### config.mk
export PLATFORM = sky130hd
export DESIGN_NAME = alu_share_arb_flat
export DESIGN_NICKNAME = d
export VERILOG_FILES = /design/src/rtl/alu_share_arb_if.sv /design/src/rtl/alu_share_arb.sv /design/src/flat_wrapper.sv
export SDC_FILE = /design/constraint.sdc
export NUM_CORES = 1
export LEC_CHECK = 0
export ABC_CLOCK_PERIOD_IN_PS = 2500
export CAP_MARGIN = 30
export CORE_AREA = 2 2 159 161
export CTS_BUF_LIST = sky130_fd_sc_hd__clkbuf_4
export DETAILED_ROUTE_END_ITERATION = 6
export DIE_AREA = 0 0 161 163
export HOLD_SLACK_MARGIN = 0.1
export SETUP_SLACK_MARGIN = 0.02
export SKIP_CTS_REPAIR_TIMING = 1
export SKIP_LAST_GASP = 1
export SLEW_MARGIN = 20
export SYNTH_ARGS = -nofsm -noshare
export SYNTH_HDL_FRONTEND = slang
export SYNTH_SLANG_ARGS = --single-unit
export TNS_END_PERCENT = 20
### constraint.sdc
create_clock -name clk -period 2.5 [get_ports clk]
set_input_delay 0.375 -clock clk [delete_from_list [all_inputs] [get_ports clk]]
set_output_delay 0.375 -clock clk [all_outputs]
set_load 0.005 [all_outputs]
### src/rtl/alu_share_arb_if.sv
// rtl/alu_share_arb_if.sv - requester, ALU and response signals of the shared-ALU arbiter
interface alu_share_arb_if #(
    parameter int NREQ = 4,
    parameter int W    = 32,
    parameter int OPW  = 2
);
    logic [NREQ-1:0]     req_valid;
    logic [NREQ*W-1:0]   req_a;
    logic [NREQ*W-1:0]   req_b;
    logic [NREQ*OPW-1:0] req_op;
    logic [NREQ-1:0]     req_ready;
    logic [W-1:0]        alu_a;
    logic [W-1:0]        alu_b;
    logic [OPW-1:0]      alu_type;
    logic [W-1:0]        alu_c;
    logic [NREQ-1:0]     rsp_valid;
    logic [W-1:0]        rsp_data;
    logic                busy;

    // master is the environment: requesters plus the ALU instance
    modport master (
        output req_valid, req_a, req_b, req_op, alu_c,
        input  req_ready, alu_a, alu_b, alu_type, rsp_valid, rsp_data, busy
    );

    modport slave (
        input  req_valid, req_a, req_b, req_op, alu_c,
        output req_ready, alu_a, alu_b, alu_type, rsp_valid, rsp_data, busy
    );
endinterface

### src/rtl/alu_share_arb.sv
// rtl/alu_share_arb.sv - round-robin arbiter time-sharing one ALU among NREQ requesters
module alu_share_arb #(
    parameter int NREQ    = 4,
    parameter int W       = 32,
    parameter int OPW     = 2,
    parameter int ALU_LAT = 0
) (
    input  logic clk,
    input  logic rst,
    alu_share_arb_if.slave bus
);
    localparam int PW = (NREQ > 1) ? $clog2(NREQ) : 1;
    localparam int CW = (ALU_LAT > 0) ? $clog2(ALU_LAT + 1) : 1;

    typedef enum logic [1:0] {IDLE, WAIT, RESP} state_t;

    state_t        state;
    state_t        state_nxt;
    logic [PW-1:0] ptr;
    logic [PW-1:0] owner;
    logic [PW-1:0] grant_idx;
    logic          grant_found;
    logic          accept;
    logic [CW-1:0] cnt;

    function automatic logic [PW-1:0] wrap_idx(input logic [PW-1:0] base, input int unsigned off);
        int unsigned s;
        s = (32'(base) + off) % NREQ;
        return PW'(s);
    endfunction

    // first valid requester at or after ptr, wrapping
    always_comb begin
        grant_found = 1'b0;
        grant_idx   = '0;
        for (int k = 0; k < NREQ; k++) begin
            if (!grant_found && bus.req_valid[wrap_idx(ptr, k)]) begin
                grant_found = 1'b1;
                grant_idx   = wrap_idx(ptr, k);
            end
        end
    end

    assign accept        = grant_found && (state != WAIT) && !rst;
    assign bus.req_ready = accept ? (NREQ'(1) << grant_idx) : '0;
    assign bus.busy      = (state == WAIT);

    always_comb begin
        state_nxt = state;
        case (state)
            IDLE:    if (accept) state_nxt = WAIT;
            WAIT:    if (cnt == '0) state_nxt = RESP;
            RESP:    state_nxt = accept ? WAIT : IDLE;
            default: state_nxt = IDLE;
        endcase
    end

    always_ff @(posedge clk) begin
        if (rst) begin
            state         <= IDLE;
            ptr           <= '0;
            owner         <= '0;
            cnt           <= '0;
            bus.alu_a     <= '0;
            bus.alu_b     <= '0;
            bus.alu_type  <= '0;
            bus.rsp_data  <= '0;
            bus.rsp_valid <= '0;
        end else begin
            state         <= state_nxt;
            bus.rsp_valid <= '0;
            if (accept) begin
                bus.alu_a    <= bus.req_a[grant_idx*W +: W];
                bus.alu_b    <= bus.req_b[grant_idx*W +: W];
                bus.alu_type <= bus.req_op[grant_idx*OPW +: OPW];
                owner        <= grant_idx;
                ptr          <= wrap_idx(grant_idx, 1);
                cnt          <= CW'(ALU_LAT);
            end else if (state == WAIT) begin
                // operands stay put; alu_c is sampled on the last WAIT cycle
                if (cnt == '0) begin
                    bus.rsp_data  <= bus.alu_c;
                    bus.rsp_valid <= NREQ'(1) << owner;
                end else begin
                    cnt <= cnt - 1'b1;
                end
            end
        end
    end
endmodule

### src/flat_wrapper.sv
// flat-port wrapper written by rule: the top's interface ports become plain ports
module alu_share_arb_flat 
#(
    parameter int NREQ    = 4,
    parameter int W       = 32,
    parameter int OPW     = 2,
    parameter int ALU_LAT = 0
)
  (clk, rst, bus_req_valid, bus_req_a, bus_req_b, bus_req_op, bus_alu_c, bus_req_ready, bus_alu_a, bus_alu_b, bus_alu_type, bus_rsp_valid, bus_rsp_data, bus_busy);
  alu_share_arb_if #(.NREQ(NREQ), .W(W), .OPW(OPW)) bus_i ();
  input  logic clk;
  input  logic rst;
  input wire logic [$bits(bus_i.req_valid)-1:0] bus_req_valid;
  input wire logic [$bits(bus_i.req_a)-1:0] bus_req_a;
  input wire logic [$bits(bus_i.req_b)-1:0] bus_req_b;
  input wire logic [$bits(bus_i.req_op)-1:0] bus_req_op;
  input wire logic [$bits(bus_i.alu_c)-1:0] bus_alu_c;
  output wire logic [$bits(bus_i.req_ready)-1:0] bus_req_ready;
  output wire logic [$bits(bus_i.alu_a)-1:0] bus_alu_a;
  output wire logic [$bits(bus_i.alu_b)-1:0] bus_alu_b;
  output wire logic [$bits(bus_i.alu_type)-1:0] bus_alu_type;
  output wire logic [$bits(bus_i.rsp_valid)-1:0] bus_rsp_valid;
  output wire logic [$bits(bus_i.rsp_data)-1:0] bus_rsp_data;
  output wire logic [$bits(bus_i.busy)-1:0] bus_busy;
  assign bus_i.req_valid = bus_req_valid;
  assign bus_i.req_a = bus_req_a;
  assign bus_i.req_b = bus_req_b;
  assign bus_i.req_op = bus_req_op;
  assign bus_i.alu_c = bus_alu_c;
  assign bus_req_ready = bus_i.req_ready;
  assign bus_alu_a = bus_i.alu_a;
  assign bus_alu_b = bus_i.alu_b;
  assign bus_alu_type = bus_i.alu_type;
  assign bus_rsp_valid = bus_i.rsp_valid;
  assign bus_rsp_data = bus_i.rsp_data;
  assign bus_busy = bus_i.busy;
  alu_share_arb #(.NREQ(NREQ), .W(W), .OPW(OPW), .ALU_LAT(ALU_LAT)) u_core (.clk(clk), .rst(rst), .bus(bus_i));
endmodule
==> impl_results.md <==
- Status: complete, but fails checks
- Failing checks: negative setup slack
- Clock buffer count from CTS: 9
- Required time worst endpoint: 2.12 ns
- Initial Util: 0.241
- Ys Warns: 0
- Largest net degree at the start of global routing: 74
- Vias after detailed routing: between 6000 and 7000
- Io pins: 409
- Final setup fails: 3
- Die Height: between 150 and 200 um
- CP peak stage delay: ~0.44 ns
- Die area: 0.0262 mm^2
- IO Port Bufs: a little over 400
- Residual DRC: 0
- Root Driver: clkbuf_4
- R2R depth: 7
- Pleak: 4.03 nW
- Setup TNS Final: -0.248 ns
- Async SR Flop Fraction: 0
- Vias in the first global route: 6585
- CTS tree: done
- CTS H-tree depth: 3
- Clock sinks: 108
- Critical Path AT: between 2 and 2.5 ns
- Clk_skew: between 0.02 and 0.025 ns
- Worst skew pair latency: between 0.4 and 0.5 ns
- Slowest cell on crit path: clkdlybuf4s50_1
- DP HPWL: 18200 um
- Clock transition at path regs: between 0.2 and 0.25 ns
- Ant. Diodes: 0
- Post-Syn Area: 0.00594 mm^2
- Critical path class: reg -> out
- Max Freq: 384 MHz
- Hold Path Origin: bus_alu_c[2]
- R2r endpoint: u_core.bus.alu_b[28]
- Min cycle time layout: roughly 2.6 ns
- Cell Rows: a little under 60
- Area growth, synth to finish: 79.9%
- Antenna-violating nets left: 0
- Crit-path max FO: 6
- Worst Slack Setup Final: -0.107 ns
- Hold Slack: 0.400 ns
- Crit-path cells: nand2b_1 > and4_4 > nor2_4 > inv_1 > ha_1 > and2_1 > clkdlybuf4s50_1
- Rel. slew slack: 0.555
- Reg-to-Reg Start: u_core.ptr[0]
- Mean post-synth cell area: approximately 8 um^2
- RSZ-0062 raised after global routing: true
- R2R Setup Slk: between 0.4 and 0.5 ns
- Seq/Total Area, Yosys: 0.364
- Nets: between 1000 and 1500
- Power per Cell Area: around 500 mW/mm^2
- Global-route wire length before repair: 36900 um
- Hold WC Path Type: in -> reg
- Power Total: around 5.4 mW
- Primary FF master, synth: dfxtp_1
- Critical path launch point type: flip-flop
- Via/cell ratio: between 4 and 5
- Fraction of layout cells with a size suffix above 1: 0.0549
- Post-synth cell types: 37
- Yosys reg bits: about 110
- Antenna violations before repair: 0
- Post-Route WL: 24500 um
- Area of the multi-input gates: 0.00348 mm^2
- Mapped Nets: approximately 1000
- DR pass1 iterations: 4
- Final hold vios: 0
- Max Root-Sink Buffers: 2
- Peak supply drop: approximately 0.00024 V
- Hold path cells: 3
- Pre-CTS setup slack: -0.251 ns
- GRT Util Overall: 0.178
- Die width: around 160 um
- GRT overflow: 0
- Slew Viols, Final: 0
- # Max-Cap Violations: 0
- Wirelength per Cell: around 17 um
- Initial DRC count: 366
- Number of fill cells: around 2500
- Post-synth EDFFs: 0
- Tcrit/Tclk final: 1.04
- Worst slew pin tran: about 0.67 ns
- Core area: roughly 0.025 mm^2
- Seq. cell area: ~0.0022 mm^2
- Gpl congestion: 0.776
- Worst Hold End: u_core.bus.rsp_data[2]
- Post-Synthesis Cells: roughly 730
- Crit. End Element: output pin
[placed cells by master (no fill, tap or decap), types with 2 or more instances in the layout]
cell             instances
o21ai_0                 60
clkbuf_4                 9
nor3b_1                 66
dlymetal6s2s_1           5
clkinv_8                 3
ha_1                     4
o21ai_1                  6
clkinv_4                 2
a21oi_1                 37
buf_12                  10
dfxtp_1                106
inv_6                    2
nand2_1                138
nor2_1                   6
nand2b_1                 3
inv_1                    3
clkdlybuf4s50_1        403
o21a_1                  67
nor2_4                   2
buf_4                   22
nor4_1                   2
and2_1                   4
nand2b_4                 2
o211ai_1                65
mux2i_1                 66
[through the flow]
step	area [um^2]	std cells	utilization
2_1_floorplan	5940	725	-
3_3_place_gp	10500	1422	0.425
3_5_place_dp	10500	1422	0.425
4_1_cts	10600	1438	0.431
5_1_grt	10700	1442	0.433
6_report	10700	1442	0.433
[Yosys cell counts, drive strengths merged (2+ instances only)]
library cell	instances	area [um^2]
nor3b	66	495
o211ai	65	488
nor4	2	12.5
a21oi	37	185
mux2i	66	661
dfxtp	108	2160
inv	4	15.0
buf	34	184
nand2	139	522
nor3	2	15.0
and2	4	25.0
clkbuf	35	131
nor2	8	37.5
nand2b	5	31.3
o21ai	66	330
ha	4	50.1
o21a	67	503
or2	2	12.5
[how the worst max path moves through the flow]
stage,from,end,cells past startpoint
floorplan,bus_req_valid[1],bus_req_ready[1],9
global placement,bus_req_valid[1],bus_req_ready[3],9
detailed placement,bus_req_valid[1],bus_req_ready[1],8
CTS,bus_req_valid[1],bus_req_ready[2],9
global route,u_core.ptr[0],bus_req_ready[1],7
finish,u_core.ptr[0],bus_req_ready[1],7
[power by group]
part | switching, mW | internal [mW] | leakage, nW
Sequential | 0.133 | 1.97 | 0.891
Clock | 0.719 | 0.241 | 0.0794
Combinational | 0.938 | 1.37 | 3.06
[layout make-up]
cell class / count / share of cell area
timing repair buffer: 440 / 0.417
multi-input combinational: 544 / 0.326
sequential: 108 / 0.203
tap: 330 / 0.0386
clock inverter: 7 / 0.00784
clock buffer: 9 / 0.00632
inverter: 4 / 0.00140
[sequential cells by signal, indices dropped and copies added, names as in the netlist]
name                  cells
u_core.bus.alu_a         32
u_core.bus.alu_b         32
u_core.bus.rsp_data      32
u_core.bus.rsp_valid      4
u_core.bus.alu_type       2
u_core.owner              2
u_core.ptr                2
u_core.state              2
[worst max-delay path: cells and delay by family (launching register included)]
kind,cells,cell delay [ns]
AND/OR/NAND/NOR,4,0.65
adder cells (fa/ha/maj),1,0.20
buffers and inverters,2,0.52
flip-flops,1,0.38
[cells by family (layout without fill, tap and decap cells)]
| family | Yosys count | in the layout | share of synthesized area |
|---|---|---|---|
| AOI/OAI and AO/OA | 241 | 241 | 0.261 |
| and+or+nand+nor | 233 | 233 | 0.200 |
| DFF | 108 | 108 | 0.364 |
| buffers and inverters | 73 | 460 | 0.0556 |
| muxes | 66 | 66 | 0.111 |
| adders and majority gates | 4 | 4 | 0.00842 |
[per-layer routing]
metal | up-vias | track usage | part of all wire
li1 | 3347 | - | -
met1 | 3034 | 0.205 | 0.40
met2 | 283 | 0.325 | 0.50
met3 | 18 | 0.0540 | 0.081
met4 | 0 | 0.0402 | 0.015
met5 | - | 0 | 0
No activity file was read; power rests on OpenSTA's default activity.
